[src/rtl/serial_subtractor.sv]
// Bit-serial unsigned subtractor: computes a - b LSB first over WIDTH cycles,
// then presents diff and the final borrow with a one-cycle done pulse.
module serial_subtractor #(
  parameter int WIDTH = 8
) (
  input  logic             clk,
  input  logic             rst,
  input  logic             start,
  input  logic [WIDTH-1:0] a,
  input  logic [WIDTH-1:0] b,
  output logic [WIDTH-1:0] diff,
  output logic             bout,
  output logic             busy,
  output logic             done
);

  localparam int CW = $clog2(WIDTH) + 1;

  typedef enum logic [1:0] {
    IDLE = 2'b00,
    RUN  = 2'b01,
    DONE = 2'b10
  } state_t;

  state_t           state, state_next;
  logic [WIDTH-1:0] sa, sb, res;
  logic [CW-1:0]    cnt;
  logic             br;
  logic             load, last, d, br_next;

  // One full-subtractor slice on the current operand LSBs.
  always_comb begin
    d       = sa[0] ^ sb[0] ^ br;
    br_next = (~sa[0] & sb[0]) | (~(sa[0] ^ sb[0]) & br);
    last    = (cnt == CW'(WIDTH - 1));
  end

  // NOTE: sequential state uses non-blocking assignments so every flop samples
  // pre-edge values, regardless of block ordering.
  always_ff @(posedge clk or posedge rst) begin
    if (rst) state <= IDLE;
    else     state <= state_next;
  end

  // NOTE: every output of this block gets a default first so no path through
  // the case statement can infer a latch.
  always_comb begin
    state_next = state;
    load       = 1'b0;
    busy       = 1'b0;
    done       = 1'b0;
    case (state)
      IDLE: begin
        if (start) begin
          load       = 1'b1;
          state_next = RUN;
        end
      end
      RUN: begin
        busy = 1'b1;
        if (last) state_next = DONE;
      end
      DONE: begin
        done = 1'b1;
        if (start) begin
          load       = 1'b1;
          state_next = RUN;
        end else begin
          state_next = IDLE;
        end
      end
      default: state_next = IDLE;
    endcase
  end

  // Result registers are written only on the final shift, so partial sums
  // never appear on diff/bout.
  always_ff @(posedge clk or posedge rst) begin
    if (rst) begin
      sa   <= '0;
      sb   <= '0;
      res  <= '0;
      br   <= 1'b0;
      cnt  <= '0;
      diff <= '0;
      bout <= 1'b0;
    end else if (load) begin
      sa  <= a;
      sb  <= b;
      res <= '0;
      br  <= 1'b0;
      cnt <= '0;
    end else if (state == RUN) begin
      sa  <= sa >> 1;
      sb  <= sb >> 1;
      res <= {d, res[WIDTH-1:1]};
      br  <= br_next;
      cnt <= cnt + 1'b1;
      if (last) begin
        diff <= {d, res[WIDTH-1:1]};
        bout <= br_next;
      end
    end
  end

endmodule

[config.mk]
export PLATFORM = sky130hd
export DESIGN_NAME = serial_subtractor
export DESIGN_NICKNAME = d
export VERILOG_FILES = /design/src/rtl/serial_subtractor.sv
export SDC_FILE = /design/constraint.sdc
export NUM_CORES = 1
export LEC_CHECK = 0
export ABC_AREA = 0
export BUFFER_PORTS_ARGS = -buffer_cell sky130_fd_sc_hd__buf_2
export CAP_MARGIN = 5
export CORE_MARGIN = 2
export CORE_UTILIZATION = 54
export DETAILED_ROUTE_END_ITERATION = 7
export GPL_TIMING_DRIVEN = 0
export PLACE_DENSITY = 0.85
export REMOVE_ABC_BUFFERS = 1
export SLEW_MARGIN = 20
export SYNTH_ARGS = -nofsm -noshare
export SYNTH_HDL_FRONTEND = slang
export SYNTH_SLANG_ARGS = --single-unit
[constraint.sdc]
create_clock -name clk -period 1.9 [get_ports clk]
set_input_delay 0.095 -clock clk [delete_from_list [all_inputs] [get_ports clk]]
set_output_delay 0.095 -clock clk [all_outputs]
set_load 0.1 [all_outputs]
==> results.sh, run 1 <==
export IMPL_worst_setup_path_type="reg -> reg"
export IMPL_relSlewSlack=0.486
export IMPL_minimum_clock_period_ns=1.80
export IMPL_postSynthCellCount=136
export IMPL_fin_ws_ns=0.0970
export IMPL_antenna_found_initial=0
export IMPL_share_seq_of_total_power=0.378
export IMPL_timing_final_hold_violations=0
export IMPL_grt_first_pass_wirelength_um=5510
export IMPL_wire_per_inst_um=15.2
export IMPL_yosysMostFrequentCell="sky130_fd_sc_hd__dfrtp_1"
export IMPL_synth_yosys_seq_area_share=0.604
export IMPL_grt_start_max_net_pins=40
export IMPL_min_from="b[6]"
export IMPL_postRouteWirelength_um=3230
export IMPL_final_layout_fill_cell_count=195
export IMPL_yosys_cell_types_count=29
export IMPL_startpoint_type="register"
export IMPL_floorplan_initialDensity=0.576
export IMPL_post_route_drc_count=1
export IMPL_cts_tree="yes"
export IMPL_ys_warnings_count=0
export IMPL_cts_buffer_count=5
export IMPL_switchingPower_mw=1.82
export IMPL_cap_viol_max_count=0
export IMPL_multi_input_comb_area_um2=578
export IMPL_number_of_nets_with_antenna_violations_after_routing=0
export IMPL_power_share_combinational=0.508
export IMPL_cp_required_ns=2.13
export IMPL_hold_slack_ns=0.0268
export IMPL_grt_overflow_total=0
export IMPL_r2r_setup_slack_ns=0.1
export IMPL_root_buffer="sky130_fd_sc_hd__clkbuf_4"
export IMPL_die_height_um=58.7
export IMPL_fp_dieArea_um2=3450
export IMPL_crit_path_max_delay_family="simple AND/OR/NAND/NOR gates"
export IMPL_setup_tns_final_ns=0
export IMPL_rsz0062_at_grt="no"
export IMPL_final_layout_size_suffix_gt1_frac=0.286
export IMPL_ios=30
export IMPL_syn_cell_area_um2=1620
export IMPL_final_period_utilization=0.949
export IMPL_ff_latch_area_um2=976
export IMPL_min_path_cells=3
export IMPL_max_vdd_ir_drop_v=0.00119
export IMPL_die_span_in_x_um=58.7
export IMPL_placement_row_count=19
export IMPL_outcome="complete, but fails checks"
export IMPL_clock_power_share=0.113
export IMPL_synth_largest_area_cell="sky130_fd_sc_hd__dfrtp_1"
export IMPL_clock_latency_ns=0.34
export IMPL_vias=1237
export IMPL_timing_hold_worst_class="in -> reg"
export IMPL_clock_skew_ns=0.00695
export IMPL_synthTopCellsByCount="sky130_fd_sc_hd__dfrtp_1, sky130_fd_sc_hd__nand2_1, sky130_fd_sc_hd__a22oi_1, sky130_fd_sc_hd__nand3_1, sky130_fd_sc_hd__a22o_1"
export IMPL_htree_num_levels=2
export IMPL_core_area_um2=2810
export IMPL_cts_reportedPaths_clkPinSlew_ns=0.11
export IMPL_worstRegToRegCells=3
export IMPL_clock_path_buffers=2
export IMPL_worst_setup_path_end_kind="register"
export IMPL_critical_r2r_capture="diff[5]"
export IMPL_synth_main_ff_cell="sky130_fd_sc_hd__dfrtp_1"
export IMPL_detail_route_vias_per_cell=5.81
export IMPL_post_synth_edffs=0
export IMPL_worstPathBufferInverterCount=0
export IMPL_cp_arrival_ns=2.04
export IMPL_maxClockFrequency_mhz=555
export IMPL_failed_checks="DRC"
export IMPL_post_synthesis_area_per_instance_um2=11.9
export IMPL_synth_top_area_frac=0.604
export IMPL_synth_ff_latch_count=39
export IMPL_worst_r2r_startpoint="state[1]"
export IMPL_groute_usage_overall=0.218
export IMPL_placement_io_buffers=29
export IMPL_report_final_setup_viol=0
export IMPL_leakagePower_nw=0.990
export IMPL_gp_congestion=0.681
export IMPL_first_pass_iters=7
export IMPL_power_per_cell_area_nw_per_um2=1870
export IMPL_dr_first_iter_drc_count=28
export IMPL_detailedPlace_worstSlack_ns=-0.390
export IMPL_critPathMaxFanout=17
export IMPL_worst_path_slowest_cell="sky130_fd_sc_hd__nor3_4"
export IMPL_cts_sinks=39
export IMPL_finish_net_count=203
export IMPL_worst_setup_path_startpoint="state[1]"
export IMPL_hold_path_endpoint="sb[6]"
export IMPL_timing_critical_path_slowest_cell_delay_ns=0.50
export IMPL_yosys_top_cells_area="sky130_fd_sc_hd__dfrtp_1, sky130_fd_sc_hd__a22oi_1, sky130_fd_sc_hd__mux2_2"
export IMPL_num_antenna_cells=0
export IMPL_synth_async_sr_flop_share=1.00
export IMPL_maxSlewViolCount=0
export IMPL_internal_power_mw=1.92
export IMPL_hpwlAfterDp_um=1880
export IMPL_crit_chain="nand2b_2 -> nor3_4 -> mux2_2"
export IMPL_area_growth_syn_to_layout_pct=23.8
export IMPL_worstMarginPinSlew_ns=0.771
export IMPL_switching_share=0.486
export IMPL_grt_pass1_vias=1184
-- final cells by class --
type                    count  area share
clock buffers               6      0.0256
multi-input cells          83       0.289
repair inverters            1     0.00375
repair buffers             47       0.161
clock inverters             1     0.00250
flip-flops and latches     39       0.488
inverters                   5      0.0113
well taps                  31      0.0194
-- cell usage in the layout, fill, tap and decap left out, types with 2 or more instances in the layout --
cell type                       count
sky130_fd_sc_hd__a22o_1             9
sky130_fd_sc_hd__a22oi_1           12
sky130_fd_sc_hd__and2b_1            2
sky130_fd_sc_hd__buf_2             28
sky130_fd_sc_hd__buf_4              3
sky130_fd_sc_hd__clkbuf_4           5
sky130_fd_sc_hd__clkinvlp_4         2
sky130_fd_sc_hd__dfrtp_1           39
sky130_fd_sc_hd__dlygate4sd3_1     16
sky130_fd_sc_hd__inv_1              3
sky130_fd_sc_hd__mux2_2             8
sky130_fd_sc_hd__mux2i_1            2
sky130_fd_sc_hd__nand2_1           19
sky130_fd_sc_hd__nand3_1           12
sky130_fd_sc_hd__nor2_1             3
-- kinds of logic after synthesis --
logic type	synth area share
flops	0.604
fa+ha+maj	0.0201
compound gates	0.126
buf+inv	0.0402
mux	0.0681
simple gates	0.131
xor+xnor	0.0108
-- power by group through the flow --
stage | clock (mW) | sequential, mW | combinational, mW
global placement | 0 | 1.40 | 1.74
floorplan | 0 | 2.01 | 0.871
global route | 0.471 | 1.46 | 2.05
detailed placement | 0 | 1.43 | 1.80
CTS | 0.432 | 1.41 | 1.90
finish | 0.424 | 1.42 | 1.91
-- how the worst max path moves through the flow --
stage                     slack (ns)  cells after the start       to
after floorplan                -0.52                      4   cnt[1]
after global placement         -0.34                      3     busy
after detailed placement       -0.39                      4   res[3]
after CTS                       0.03                      3   res[3]
after global routing            0.02                      3  diff[5]
final                            0.1                      3  diff[5]
-- state kept, by name, summed over array words and instances (netlist names) --
signal and cells:
diff 8, sa 8, sb 8, res 7
cnt 4, state 2, bout 1, br 1
-- worst reg2reg max path: cells and delay by family, from the launching register on --
| kind | cells | cell delay (ns) |
|---|---|---|
| flops | 1 | 0.40 |
| simple gates | 2 | 0.89 |
| mux | 1 | 0.40 |
-- layer usage --
layer / share of wire / track usage / vias to the layer above
li1: - / - / 570
met1: 0.44 / 0.287 / 616
met2: 0.50 / 0.356 / 45
met3: 0.053 / 0.0681 / 6
met4: 0.0090 / 0.0552 / 0
met5: 0 / 0 / -
-- through the flow --
stage | instance area [um^2] | instances | power [mW] | util
2_1_floorplan | 1570 | 127 | 2.88 | -
5_1_grt | 2000 | 213 | 3.99 | 0.714
4_1_cts | 2000 | 213 | 3.74 | 0.713
3_5_place_dp | 1750 | 187 | 3.23 | 0.625
3_3_place_gp | 1750 | 187 | 3.15 | 0.625
6_report | 2000 | 213 | 3.75 | 0.714
-- repair_timing --
| action | in CTS | in global routing |
|---|---|---|
| hold buffers | 16 | 0 |
| gates cloned | 1 | 0 |
| pin swaps | 0 | 1 |
| resized for setup | 3 | 1 |
| endpoints found under the setup margin | 36 | 21 |
| setup buffers | 2 | 0 |
| endpoints found under the hold margin | 54 | 0 |
No activity file was read; power rests on OpenSTA's default activity.
==> run 2: changes to the inputs <==
--- a/config.mk
+++ b/config.mk
@@ -13,7 +13,6 @@
 export DETAILED_ROUTE_END_ITERATION = 7
 export GPL_TIMING_DRIVEN = 0
 export PLACE_DENSITY = 0.85
-export REMOVE_ABC_BUFFERS = 1
 export SLEW_MARGIN = 20
 export SYNTH_ARGS = -nofsm -noshare
 export SYNTH_HDL_FRONTEND = slang
==> run 2 against run 1 <==
The flow still finishes with violations (DRC). Setup slack gained 0.094 ns. Wire length grew 5.6%. Sequential share of layout area shrank 0.60 points. Non-clock buffer count grew 6. Clock-buffer cell count is the same. Clock skew grew 0.00077 ns. Critical path type is now reg -> out. Critical endpoint is now busy.
==> results.sh, run 2 (synthesis gave the netlist of run 1 again) <==
export IMPL_grt_pass1_vias=1288
export IMPL_crit_chain="nand2b_1 -> buf_6 -> inv_1 -> clkbuf_4 -> buf_12"
export IMPL_switchingPower_mw=1.87
export IMPL_postRouteWirelength_um=3410
export IMPL_internal_power_mw=1.94
export IMPL_gp_congestion=0.770
export IMPL_maxSlewViolCount=0
export IMPL_clock_latency_ns=0.35
export IMPL_share_seq_of_total_power=0.375
export IMPL_placement_io_buffers=29
export IMPL_ios=30
export IMPL_worstPathBufferInverterCount=4
export IMPL_timing_hold_worst_class="in -> reg"
export IMPL_final_layout_size_suffix_gt1_frac=0.271
export IMPL_hpwlAfterDp_um=2290
export IMPL_clock_power_share=0.110
export IMPL_grt_first_pass_wirelength_um=5800
export IMPL_fp_dieArea_um2=3450
export IMPL_cp_arrival_ns=1.61
export IMPL_crit_path_max_delay_family="buffers and inverters"
export IMPL_startpoint_type="register"
export IMPL_grt_start_max_net_pins=40
export IMPL_minimum_clock_period_ns=1.71
export IMPL_core_area_um2=2810
export IMPL_cts_buffer_count=5
export IMPL_cts_tree="yes"
export IMPL_cp_required_ns=1.80
export IMPL_grt_met3_usage=0.0681
export IMPL_switching_share=0.490
export IMPL_die_span_in_x_um=58.7
export IMPL_min_path_cells=3
export IMPL_synthesized_nets=157
export IMPL_htree_num_levels=2
export IMPL_power_share_combinational=0.515
export IMPL_grt_util_met1=0.303
export IMPL_placed_cells=196
export IMPL_vias=1261
export IMPL_cts_reportedPaths_clkPinSlew_ns=0.11
export IMPL_wire_per_inst_um=15.6
export IMPL_use_met2=0.369
export IMPL_post_route_total_power_mw=3.81
export IMPL_failed_checks="DRC"
export IMPL_worstMarginPinSlew_ns=0.776
export IMPL_clock_path_buffers=2
export IMPL_mostFrequentLayoutCell="sky130_fd_sc_hd__dfrtp_1"
export IMPL_rsz0062_at_grt="no"
export IMPL_worst_setup_path_end_kind="output pin"
export IMPL_floorplan_initialDensity=0.576
export IMPL_antenna_found_initial=0
export IMPL_placement_row_count=19
export IMPL_layout_top_registers="diff: 8 flops, sa: 8 flops, sb: 8 flops"
export IMPL_maxClockFrequency_mhz=585
export IMPL_first_pass_iters=6
export IMPL_timing_critical_path_slowest_cell_delay_ns=0.41
export IMPL_critPathMaxFanout=19
export IMPL_cap_viol_max_count=0
export IMPL_relSlewSlack=0.482
export IMPL_most_common_layout_cells="sky130_fd_sc_hd__dfrtp_1, sky130_fd_sc_hd__buf_2, sky130_fd_sc_hd__nand2_1, sky130_fd_sc_hd__dlygate4sd3_1"
export IMPL_area_growth_syn_to_layout_pct=25.4
export IMPL_grt_overflow_total=0
export IMPL_worst_setup_path_type="reg -> out"
export IMPL_worstRegToRegCells=4
export IMPL_post_route_drc_count=2
export IMPL_groute_usage_overall=0.234
export IMPL_outcome="complete, but fails checks"
export IMPL_clock_skew_ns=0.00772
export IMPL_logic_depth_of_the_worst_path_buffers_included=5
export IMPL_report_final_setup_viol=0
export IMPL_num_antenna_cells=0
export IMPL_number_of_nets_with_antenna_violations_after_routing=0
export IMPL_die_height_um=58.7
export IMPL_max_vdd_ir_drop_v=0.00123
export IMPL_power_per_cell_area_nw_per_um2=1880
export IMPL_timing_final_hold_violations=0
export IMPL_stdcell_count=219
export IMPL_setup_tns_final_ns=0
export IMPL_finish_net_count=208
export IMPL_leakagePower_nw=1.01
export IMPL_dr_first_iter_drc_count=45
export IMPL_worst_path_slowest_cell="sky130_fd_sc_hd__dfrtp_1"
export IMPL_detail_route_vias_per_cell=5.76
export IMPL_cts_sinks=39
export IMPL_gr_max_usage_layer="met2"
export IMPL_root_buffer="sky130_fd_sc_hd__clkbuf_4"
export IMPL_final_period_utilization=0.900
run 2: changes by cell type in the layout (fill, tap and decap cells not counted), sizes merged:
| cell | previous run | this run |
|---|---|---|
| buf | 31 | 33 |
| clkbuf | 6 | 10 |
| clkinvlp | 2 | 1 |
| inv | 4 | 5 |
run 2: final timing paths:
| kind | startpoint | to | slack (ns) |
|---|---|---|---|
| setup / recovery | state[1] | busy | 0.19 |
| hold / removal | b[6] | sb[6] | 0.02 |
| hold reg to reg | res[1] | res[1] | 0.51 |
| setup reg to reg | state[1] | diff[3] | 0.24 |
| min in group asynchronous | rst | res[5] | 0.42 |
| max in group asynchronous | rst | sb[3] | 0.98 |
run 2: cell type report:
type,instances,area [um^2]
sequential,39,976
fill,194,778
multi-input combinational,83,576
timing repair buffer,45,320
buffer,8,43.8
clock buffer,6,41.3
tap,31,38.8
inverter,5,18.8
clock inverter,2,12.5
run 2: stage by stage:
| step | area [um^2] | hold WS, ns | setup slack (ns) | utilization |
|---|---|---|---|---|
| 2_1_floorplan | 1620 | 0.223 | 0.202 | - |
| 3_3_place_gp | 1800 | 0.311 | 0.184 | 0.642 |
| 3_5_place_dp | 1800 | 0.284 | 0.150 | 0.642 |
| 4_1_cts | 2020 | 0.00918 | 0.00311 | 0.721 |
| 5_1_grt | 2030 | 0.00317 | 0.0806 | 0.723 |
| 6_report | 2030 | 0.0227 | 0.191 | 0.723 |
run 2: power by group through the flow:
stage	registers, mW	clock network, mW	logic (mW)
2_1_floorplan	2.01	0	0.940
3_3_place_gp	1.41	0	1.84
4_1_cts	1.42	0.421	1.96
3_5_place_dp	1.44	0	1.90
6_report	1.43	0.419	1.96
5_1_grt	1.47	0.462	2.11
run 2: routing by layer:
metal  vias to the layer above  routed length (um)
met2                        37                1730
met5                         -                   0
li1                        586                   -
met1                       632                1470
met3                         6                 148
met4                         0                  60
run 2: worst min-delay path: stages:
cell and delay (ns):
sky130_fd_sc_hd__buf_2 0.10, sky130_fd_sc_hd__nor2_1 0.09, sky130_fd_sc_hd__a31oi_1 0.05
run 2: repair_timing:
| item | CTS | global route |
|---|---|---|
| hold buffers | 16 | 0 |
| buffers inserted | 0 | 0 |
| hold endpoints to repair | 54 | 0 |
| gates resized for setup | 3 | 3 |
| endpoints found under the setup margin | 1 | 1 |
